**config.mk**
```make
export PLATFORM = sky130hd
export DESIGN_NAME = frame_check_receive_fifo
export DESIGN_NICKNAME = d
export VERILOG_FILES = /design/src/rtl/frame_check_receive_fifo.sv
export SDC_FILE = /design/constraint.sdc
export NUM_CORES = 1
export LEC_CHECK = 0
export CORE_ASPECT_RATIO = 1.4
export CORE_MARGIN = 3
export CORE_UTILIZATION = 50
export CTS_CLUSTER_DIAMETER = 200
export DETAILED_ROUTE_END_ITERATION = 6
export PLACE_DENSITY = 0.71
export SETUP_SLACK_MARGIN = 0.05
export SLEW_MARGIN = 5
export SYNTH_ARGS = -nofsm -noshare
export SYNTH_HDL_FRONTEND = slang
export SYNTH_SLANG_ARGS = --single-unit
```
**constraint.sdc**
```tcl
create_clock -name control_clock -period 4.96 [get_ports control_clock]
set_input_delay 0.992 -clock control_clock [delete_from_list [all_inputs] [get_ports control_clock]]
set_output_delay 0.992 -clock control_clock [all_outputs]
set_load 0.05 [all_outputs]
```
**src/rtl/frame_check_receive_fifo.sv**
```systemverilog
// rtl/frame_check_receive_fifo.sv - serial frame capture, init/parity check and receive FIFO
// Define FRAME_CHECK_ERR_COUNT_EN to add saturating error counters and clear_counts.
module frame_check_receive_fifo #(
   parameter int         FRAME_BITS     = 11,
   parameter int         FIFO_DEPTH     = 4,
   parameter logic [1:0] INIT_PATTERN   = 2'b10,
   parameter bit         PARITY_ODD     = 1'b0,
   parameter int         SETTLE_CYCLES  = 2,
   parameter int         TIMEOUT_CYCLES = 1024
) (
   input  logic       control_clock,
   input  logic       reset_n,
   input  logic       synced_clock,
   input  logic [7:0] parallel_data_buffer,
   input  logic [1:0] comm_init_bits,
   input  logic       parity_check_bit,
   output logic       confirm_send_data,
   output logic [7:0] rx_data,
   output logic       rx_valid,
   input  logic       rx_ready,
   output logic       fifo_full,
   output logic       frame_error,
   output logic       parity_error,
   output logic       overflow
`ifdef FRAME_CHECK_ERR_COUNT_EN
   ,
   input  logic       clear_counts,
   output logic [7:0] frame_err_count,
   output logic [7:0] parity_err_count,
   output logic [7:0] overflow_count
`endif
);

   localparam int BCW = $clog2(FRAME_BITS + 1);
   localparam int TW  = $clog2(TIMEOUT_CYCLES + 1);
   localparam int PW  = $clog2(FIFO_DEPTH);
   localparam int CW  = PW + 1;

   localparam logic [BCW-1:0] LP_LAST_BIT    = BCW'(FRAME_BITS - 1);
   localparam logic [BCW-1:0] LP_BIT_ONE     = BCW'(1);
   localparam logic [TW-1:0]  LP_TO_LAST     = TW'(TIMEOUT_CYCLES - 1);
   localparam logic [TW-1:0]  LP_TO_ONE      = TW'(1);
   localparam logic [3:0]     LP_SETTLE_LAST = 4'(SETTLE_CYCLES - 1);
   localparam logic [CW-1:0]  LP_DEPTH       = CW'(FIFO_DEPTH);
   localparam logic [CW-1:0]  LP_CNT_ONE     = CW'(1);
   localparam logic [PW-1:0]  LP_PTR_ONE     = PW'(1);

   typedef enum logic [1:0] {
      S_IDLE,
      S_RECEIVE,
      S_SETTLE,
      S_CHECK
   } state_t;

   state_t         r_state;
   state_t         w_next;
   logic           r_prev;
   logic           w_rise;
   logic [BCW-1:0] r_bit_cnt;
   logic [TW-1:0]  r_timer;
   logic [3:0]     r_settle_cnt;
   logic [7:0]     r_cap_data;
   logic [1:0]     r_cap_init;
   logic           r_cap_par;
   logic           w_init_ok;
   logic           w_par_ok;
   logic           w_push_req;
   logic           w_push;
   logic           w_pop;
   logic           w_full;
   logic [7:0]     r_mem [FIFO_DEPTH];
   logic [PW-1:0]  r_wr_ptr;
   logic [PW-1:0]  r_rd_ptr;
   logic [CW-1:0]  r_count;

   assign w_rise    = synced_clock & ~r_prev;
   assign w_init_ok = (r_cap_init == INIT_PATTERN);
   assign w_par_ok  = ((^{r_cap_data, r_cap_par}) == PARITY_ODD);

   always_ff @(posedge control_clock or negedge reset_n) begin
      if (!reset_n)
         r_state <= S_IDLE;
      else
         r_state <= w_next;
   end

   always_comb begin
      w_next            = r_state;
      confirm_send_data = 1'b0;
      frame_error       = 1'b0;
      parity_error      = 1'b0;
      w_push_req        = 1'b0;
      case (r_state)
         S_IDLE: begin
            if (w_rise)
               w_next = S_RECEIVE;
         end
         S_RECEIVE: begin
            if (w_rise) begin
               if (r_bit_cnt == LP_LAST_BIT)
                  w_next = S_SETTLE;
            end else if (r_timer == LP_TO_LAST) begin
               w_next      = S_IDLE;
               frame_error = 1'b1;
            end
         end
         S_SETTLE: begin
            if (r_settle_cnt == LP_SETTLE_LAST)
               w_next = S_CHECK;
         end
         S_CHECK: begin
            // Init mismatch masks any parity result for the same frame.
            confirm_send_data = 1'b1;
            w_next            = S_IDLE;
            if (!w_init_ok)
               frame_error = 1'b1;
            else if (!w_par_ok)
               parity_error = 1'b1;
            else
               w_push_req = 1'b1;
         end
         default: w_next = S_IDLE;
      endcase
   end

   always_ff @(posedge control_clock or negedge reset_n) begin
      if (!reset_n) begin
         r_prev       <= 1'b0;
         r_bit_cnt    <= '0;
         r_timer      <= '0;
         r_settle_cnt <= '0;
         r_cap_data   <= '0;
         r_cap_init   <= '0;
         r_cap_par    <= 1'b0;
      end else begin
         r_prev <= synced_clock;
         case (r_state)
            S_IDLE: begin
               r_timer      <= '0;
               r_settle_cnt <= '0;
               r_bit_cnt    <= w_rise ? LP_BIT_ONE : '0;
            end
            S_RECEIVE: begin
               if (w_rise) begin
                  r_bit_cnt <= r_bit_cnt + LP_BIT_ONE;
                  r_timer   <= '0;
               end else begin
                  r_timer <= r_timer + LP_TO_ONE;
               end
            end
            S_SETTLE: begin
               // Inputs are given SETTLE_CYCLES to stabilise after the final edge.
               if (r_settle_cnt == LP_SETTLE_LAST) begin
                  r_settle_cnt <= '0;
                  r_cap_data   <= parallel_data_buffer;
                  r_cap_init   <= comm_init_bits;
                  r_cap_par    <= parity_check_bit;
               end else begin
                  r_settle_cnt <= r_settle_cnt + 4'd1;
               end
            end
            S_CHECK: begin
               r_bit_cnt <= '0;
            end
            default: begin
               r_bit_cnt <= '0;
            end
         endcase
      end
   end

   assign w_full    = (r_count == LP_DEPTH);
   assign rx_valid  = (r_count != '0);
   assign fifo_full = w_full;
   assign w_pop     = rx_valid & rx_ready;
   // A pop in the same cycle frees the slot, so a full FIFO still accepts the push.
   assign w_push    = w_push_req & (~w_full | w_pop);
   assign overflow  = w_push_req & w_full & ~w_pop;
   assign rx_data   = r_mem[r_rd_ptr];

   always_ff @(posedge control_clock or negedge reset_n) begin
      if (!reset_n) begin
         for (int i = 0; i < FIFO_DEPTH; i++)
            r_mem[i] <= '0;
         r_wr_ptr <= '0;
         r_rd_ptr <= '0;
         r_count  <= '0;
      end else begin
         if (w_push) begin
            r_mem[r_wr_ptr] <= r_cap_data;
            r_wr_ptr        <= r_wr_ptr + LP_PTR_ONE;
         end
         if (w_pop)
            r_rd_ptr <= r_rd_ptr + LP_PTR_ONE;
         case ({w_push, w_pop})
            2'b10:   r_count <= r_count + LP_CNT_ONE;
            2'b01:   r_count <= r_count - LP_CNT_ONE;
            default: r_count <= r_count;
         endcase
      end
   end

`ifdef FRAME_CHECK_ERR_COUNT_EN
   logic [7:0] r_frame_err_count;
   logic [7:0] r_parity_err_count;
   logic [7:0] r_overflow_count;

   always_ff @(posedge control_clock or negedge reset_n) begin
      if (!reset_n) begin
         r_frame_err_count  <= '0;
         r_parity_err_count <= '0;
         r_overflow_count   <= '0;
      end else if (clear_counts) begin
         r_frame_err_count  <= '0;
         r_parity_err_count <= '0;
         r_overflow_count   <= '0;
      end else begin
         if (frame_error && (r_frame_err_count != 8'hFF))
            r_frame_err_count <= r_frame_err_count + 8'd1;
         if (parity_error && (r_parity_err_count != 8'hFF))
            r_parity_err_count <= r_parity_err_count + 8'd1;
         if (overflow && (r_overflow_count != 8'hFF))
            r_overflow_count <= r_overflow_count + 8'd1;
      end
   end

   assign frame_err_count  = r_frame_err_count;
   assign parity_err_count = r_parity_err_count;
   assign overflow_count   = r_overflow_count;
`endif

endmodule

```
Word-level counts from Yosys, hierarchy flattened

Cells that the tools add are included.

Register bits after elaboration: 72
Input bits: 15
Output and inout bits: 14
Logic and storage cells: 93

Add/sub/neg operators: 7
$lt $le $gt $ge: 3
Equality and inequality tests: 15
Muxes and demuxes: 31
Bitwise operators: 11
Reduce and logical (&&, ||, !) cells: 11

Operators with widths:

| operator                                                           | count |
|---|---|
| 32-bit bitwise mux                                                 | 1 |
| 8-bit 2-to-1 mux                                                   | 3 |
| 11-bit case mux with 2 select lines                                | 1 |
| 8-bit binary-select mux with 2-bit select                          | 1 |
| 8-bit demux with 2-bit select                                      | 1 |
| 4-bit case mux with 3 select lines                                 | 1 |
| 11-bit by 1-bit adder with 11-bit output (second input constant)   | 1 |
| 11-bit by 10-bit == test with 1-bit output (second input constant) | 1 |
| 1-bit 2-to-1 mux                                                   | 11 |
| 11-bit 2-to-1 mux                                                  | 1 |
| 2-bit 2-to-1 mux                                                   | 5 |
| 9-bit XOR reduction                                                | 1 |
| 4-bit by 1-bit adder with 4-bit output (second input constant)     | 2 |
| 2-bit == test (second input constant)                              | 4 |
| 4-bit 2-to-1 mux                                                   | 2 |
| 2-bit case mux with 4 select lines                                 | 1 |
| 4-bit case mux with 2 select lines                                 | 1 |
| 3-bit >= comparator (second input constant)                        | 2 |
| 2-bit != test (second input constant)                              | 3 |
| 3-bit != test (second input constant)                              | 2 |
| 2-bit NOT with 3-bit output                                        | 2 |
| 3-bit case mux with 2 select lines                                 | 1 |
| 2-bit nonzero test                                                 | 3 |
| 3-bit nonzero test                                                 | 2 |
| 16 further kinds                                                   | 25 |

Logic depth before layout (Yosys ltp)

Gate-level depths: netlist of the first run.

Depth in word-level cells: 7
Mapped depth: 11
Mapped depth without buffers: 9

Worst setup path after synthesis of the first run

OpenSTA, ideal clock, no wires.

Path kind: input port to output port
From: input rx_ready
To: output overflow
Data arrival time: 2.972 ns
Required time: 3.968 ns
Slack: 0.996 ns
Stages on the path: 3
Buffers on the path: 1
Path through: or4b_2 > buf_2 > nor3b_1

Longest elaborated chain between the ends: 3

RTL lines:

| item        | line | RTL |
|---|---|---|
| from (decl) | 20   | `input logic rx_ready,` |
| 1-bit AND   | 175  | `assign w_pop = rx_valid & rx_ready;` |
| 1-bit NOT   | 178  | `assign overflow = w_push_req & w_full & ~w_pop;` |
| 1-bit AND   | 178  |  |
| to (decl)   | 24   | `output logic overflow` |

Every way passes these cells.

Worst setup path after layout of the first run

Same ends and word-level chain as after synthesis.

==> impl_metrics.toml, run 1 <==
[drt]
vias = 2250
drcViolationCount = 0
postRouteAntennaNets = 0
drt-pass1-iter-count = 4
wl_per_cell_um = 15.3
drt-total-wl_mm = 6.32
detail_route.iter0.violations = 74
avgViaCountPerCell = 5.43

[place]
dp_hpwl_mm = 4.46
place_area_sq_um = 3970
gp_congestion = 0.796
portBuffers = 28

[sta]
fmax_mhz = 228
fin_crit_sh_pct = 88.3
slew_headroom_pct = 27.3
setup_viol = 0
finClkSkew_ns = 0.00896
grt_setup_unrepaired = "false"
hold_viol_final = 0
tightest_slew_ns = 1.09
finalSetupTns_ns = 0
drv_slew = 0
fin_crit_ns = 4.38

[clock_tree]
clockRootBuffer = "clkbuf_8"
post-cts-setup-buffers = 0
numCtsBuffers = 9
cts_resized = 0
clock_sinks = 72
clkLatencyLatePin_ns = 0.33
clk_pin_slew_ns = 0.07
clk_path_buf_depth = 2
cts_htree_levels = 3
postCtsHoldBufs = 0
cts_tree = "done"

[critical_path]
cp_slowest_cell = "clkdlybuf4s50_1"
critical_path.top_delay_family = "buffers and inverters"
r2r_cells = 9
path_buf_inv = 2
crit_cells = 4
crit_path_end_kind = "output port"
crit_top_cell = "clkdlybuf4s50_1"
worstPathCellList = "clkdlybuf4s50_1, or4b_2, nor3b_1, clkdlybuf4s50_1"
crit_type = "input port to output port"
cpPeakStageDelay_ns = 0.87
cp.required_ns = 3.97
critical_path_arrival_ns = 3.39
crit_fanout = 11
crit_path_start_kind = "input port"

[synth]
synth_edf_count = 0
syn_inst = 283
yosys_warnings = 0
synthFlopType = "dfrtp_1"
syn_avg_cell_area_sq_um = 12.7
synth_nets = 309
ys_ff_latch = 72
async_flop_share_pct = 100
synth-seq-area-share_pct = 50.0
syn-cell-area_sq_um = 3600
synth.distinct_cells = 39

[global_routing]
grt_max_degree = 50
gr-total-overflow = 0
first_global_vias = 2291
grt_pass1_wl_mm = 11.0
antenna_found_initial = 0
grt_usage_pct = 17.0

[final_layout]
final_common_cell = "dfrtp_1"
diodes = 0
area_growth_pct = 15.8
final_cell_mix = "dfrtp_1, mux2_2, clkdlybuf4s50_1, o21ai_0, nand2_1"
final_nets = 340
final_cell_area_sq_um = 4170
drive_above_1_share_pct = 24.8

[floorplanning]
die_x_um = 77.7
pin_count = 29
die_area_sq_um = 8270
row_count = 36
start_util_pct = 51.6
die_y_um = 106
coreArea_sq_um = 6980

[worst_hold_path]
holdPathStages = 1
hp-class = "flop to flop"

[status]
status = "completed"

[power]
leakage_nw = 1.84
vdd_drop_max_mv = 0.180
power_density_nw_per_um2 = 340

[run]
maxCapViolCount = 0
-- sequential cells by signal, summed over array words and instances, names as in the netlist, named ones only --
name          flops
r_bit_cnt         4
r_timer          11
r_cap_init        2
r_state           1
r_mem            32
r_rd_ptr          2
r_settle_cnt      4
r_prev            1
r_count           3
r_cap_par         1
r_wr_ptr          2
r_cap_data        8
-- synth_stat cells (7+ instances only) --
master | number | share of area [%]
xnor2_1 | 8 | 1.9
nand4_1 | 11 | 1.9
ha_1 | 10 | 3.5
clkbuf_1 | 7 | 0.73
nand2_1 | 18 | 1.9
mux4_2 | 8 | 5.0
xor2_1 | 7 | 1.7
mux2_2 | 43 | 13
o21ai_0 | 19 | 2.6
nand3_1 | 8 | 1.1
inv_1 | 12 | 1.3
dfrtp_1 | 72 | 50
-- cell families (layout without fill, tap and decap cells) --
| family | after synthesis | count (layout) | synth area share, % |
|---|---|---|---|
| buffers and inverters | 22 | 58 | 2.36 |
| XOR/XNOR | 18 | 18 | 5.59 |
| AO/OA/AOI/OAI | 34 | 34 | 5.59 |
| multiplexers | 57 | 57 | 21.8 |
| flip-flops | 72 | 72 | 50.0 |
| AND/OR/NAND/NOR | 69 | 69 | 10.6 |
| adder cells (fa/ha/maj) | 11 | 11 | 4.03 |
-- power by group --
part	internal, mW	switching (mW)
Clock	0.247	0.208
Sequential	0.626	0.0709
Combinational	0.133	0.131
Total	1.01	0.410
-- cell type report --
class	instances	area, sq um
fillers	579	2810
flip-flops and latches	72	1800
multi-input cells	189	1710
repair buffers	30	290
clock buffers	12	145
well taps	95	119
clock inverters	4	53.8
inverters	12	45.0
-- per-stage QoR --
stage | instances | power [mW] | hold slack [ns] | setup slack, ns | utilization (%)
5_1_grt | 414 | 1.50 | 0.516 | 0.550 | 59.7
3_5_place_dp | 398 | 0.978 | 0.493 | 0.627 | 56.9
2_1_floorplan | 283 | 0.897 | 0.461 | 0.996 | -
6_report | 414 | 1.42 | 0.507 | 0.578 | 59.7
4_1_cts | 414 | 1.44 | 0.508 | 0.608 | 59.7
3_3_place_gp | 398 | 0.970 | 0.485 | 0.619 | 56.9
-- final timing paths --
kind,start,to,slack (ns)
min in group asynchronous,reset_n,r_mem[30],0.86
max reg2reg,r_count[1],r_count[2],2.29
min,r_mem[2],r_mem[2],0.51
max,rx_ready,overflow,0.58
min reg2reg,r_mem[2],r_mem[2],0.51
max in group asynchronous,reset_n,r_wr_ptr[1],3.18
-- layer usage --
| layer | track usage (%) | part of all wire [%] |
|---|---|---|
| met1 | 21.0 | 43 |
| met2 | 28.9 | 52 |
| met3 | 2.71 | 3.1 |
| met4 | 8.14 | 1.8 |
| met5 | 0 | 0 |
Power figures use the tool's default switching activity.
==> run 2: changes to the inputs <==
--- a/config.mk
+++ b/config.mk
@@ -8,7 +8,7 @@
 export CORE_ASPECT_RATIO = 1.4
 export CORE_MARGIN = 3
 export CORE_UTILIZATION = 50
-export CTS_CLUSTER_DIAMETER = 200
+export CTS_CLUSTER_DIAMETER = 80
 export DETAILED_ROUTE_END_ITERATION = 6
 export PLACE_DENSITY = 0.71
 export SETUP_SLACK_MARGIN = 0.05
==> results of run 2 <==
Same layout as run 1: the final DEF is identical, and so are final timing and power.
==> run 3: changes to the inputs <==
--- a/config.mk
+++ b/config.mk
@@ -11,7 +11,6 @@
 export CTS_CLUSTER_DIAMETER = 80
 export DETAILED_ROUTE_END_ITERATION = 6
 export PLACE_DENSITY = 0.71
-export SETUP_SLACK_MARGIN = 0.05
 export SLEW_MARGIN = 5
 export SYNTH_ARGS = -nofsm -noshare
 export SYNTH_HDL_FRONTEND = slang
==> results of run 3 <==
Same layout as run 1: the final DEF is identical, and so are final timing and power.
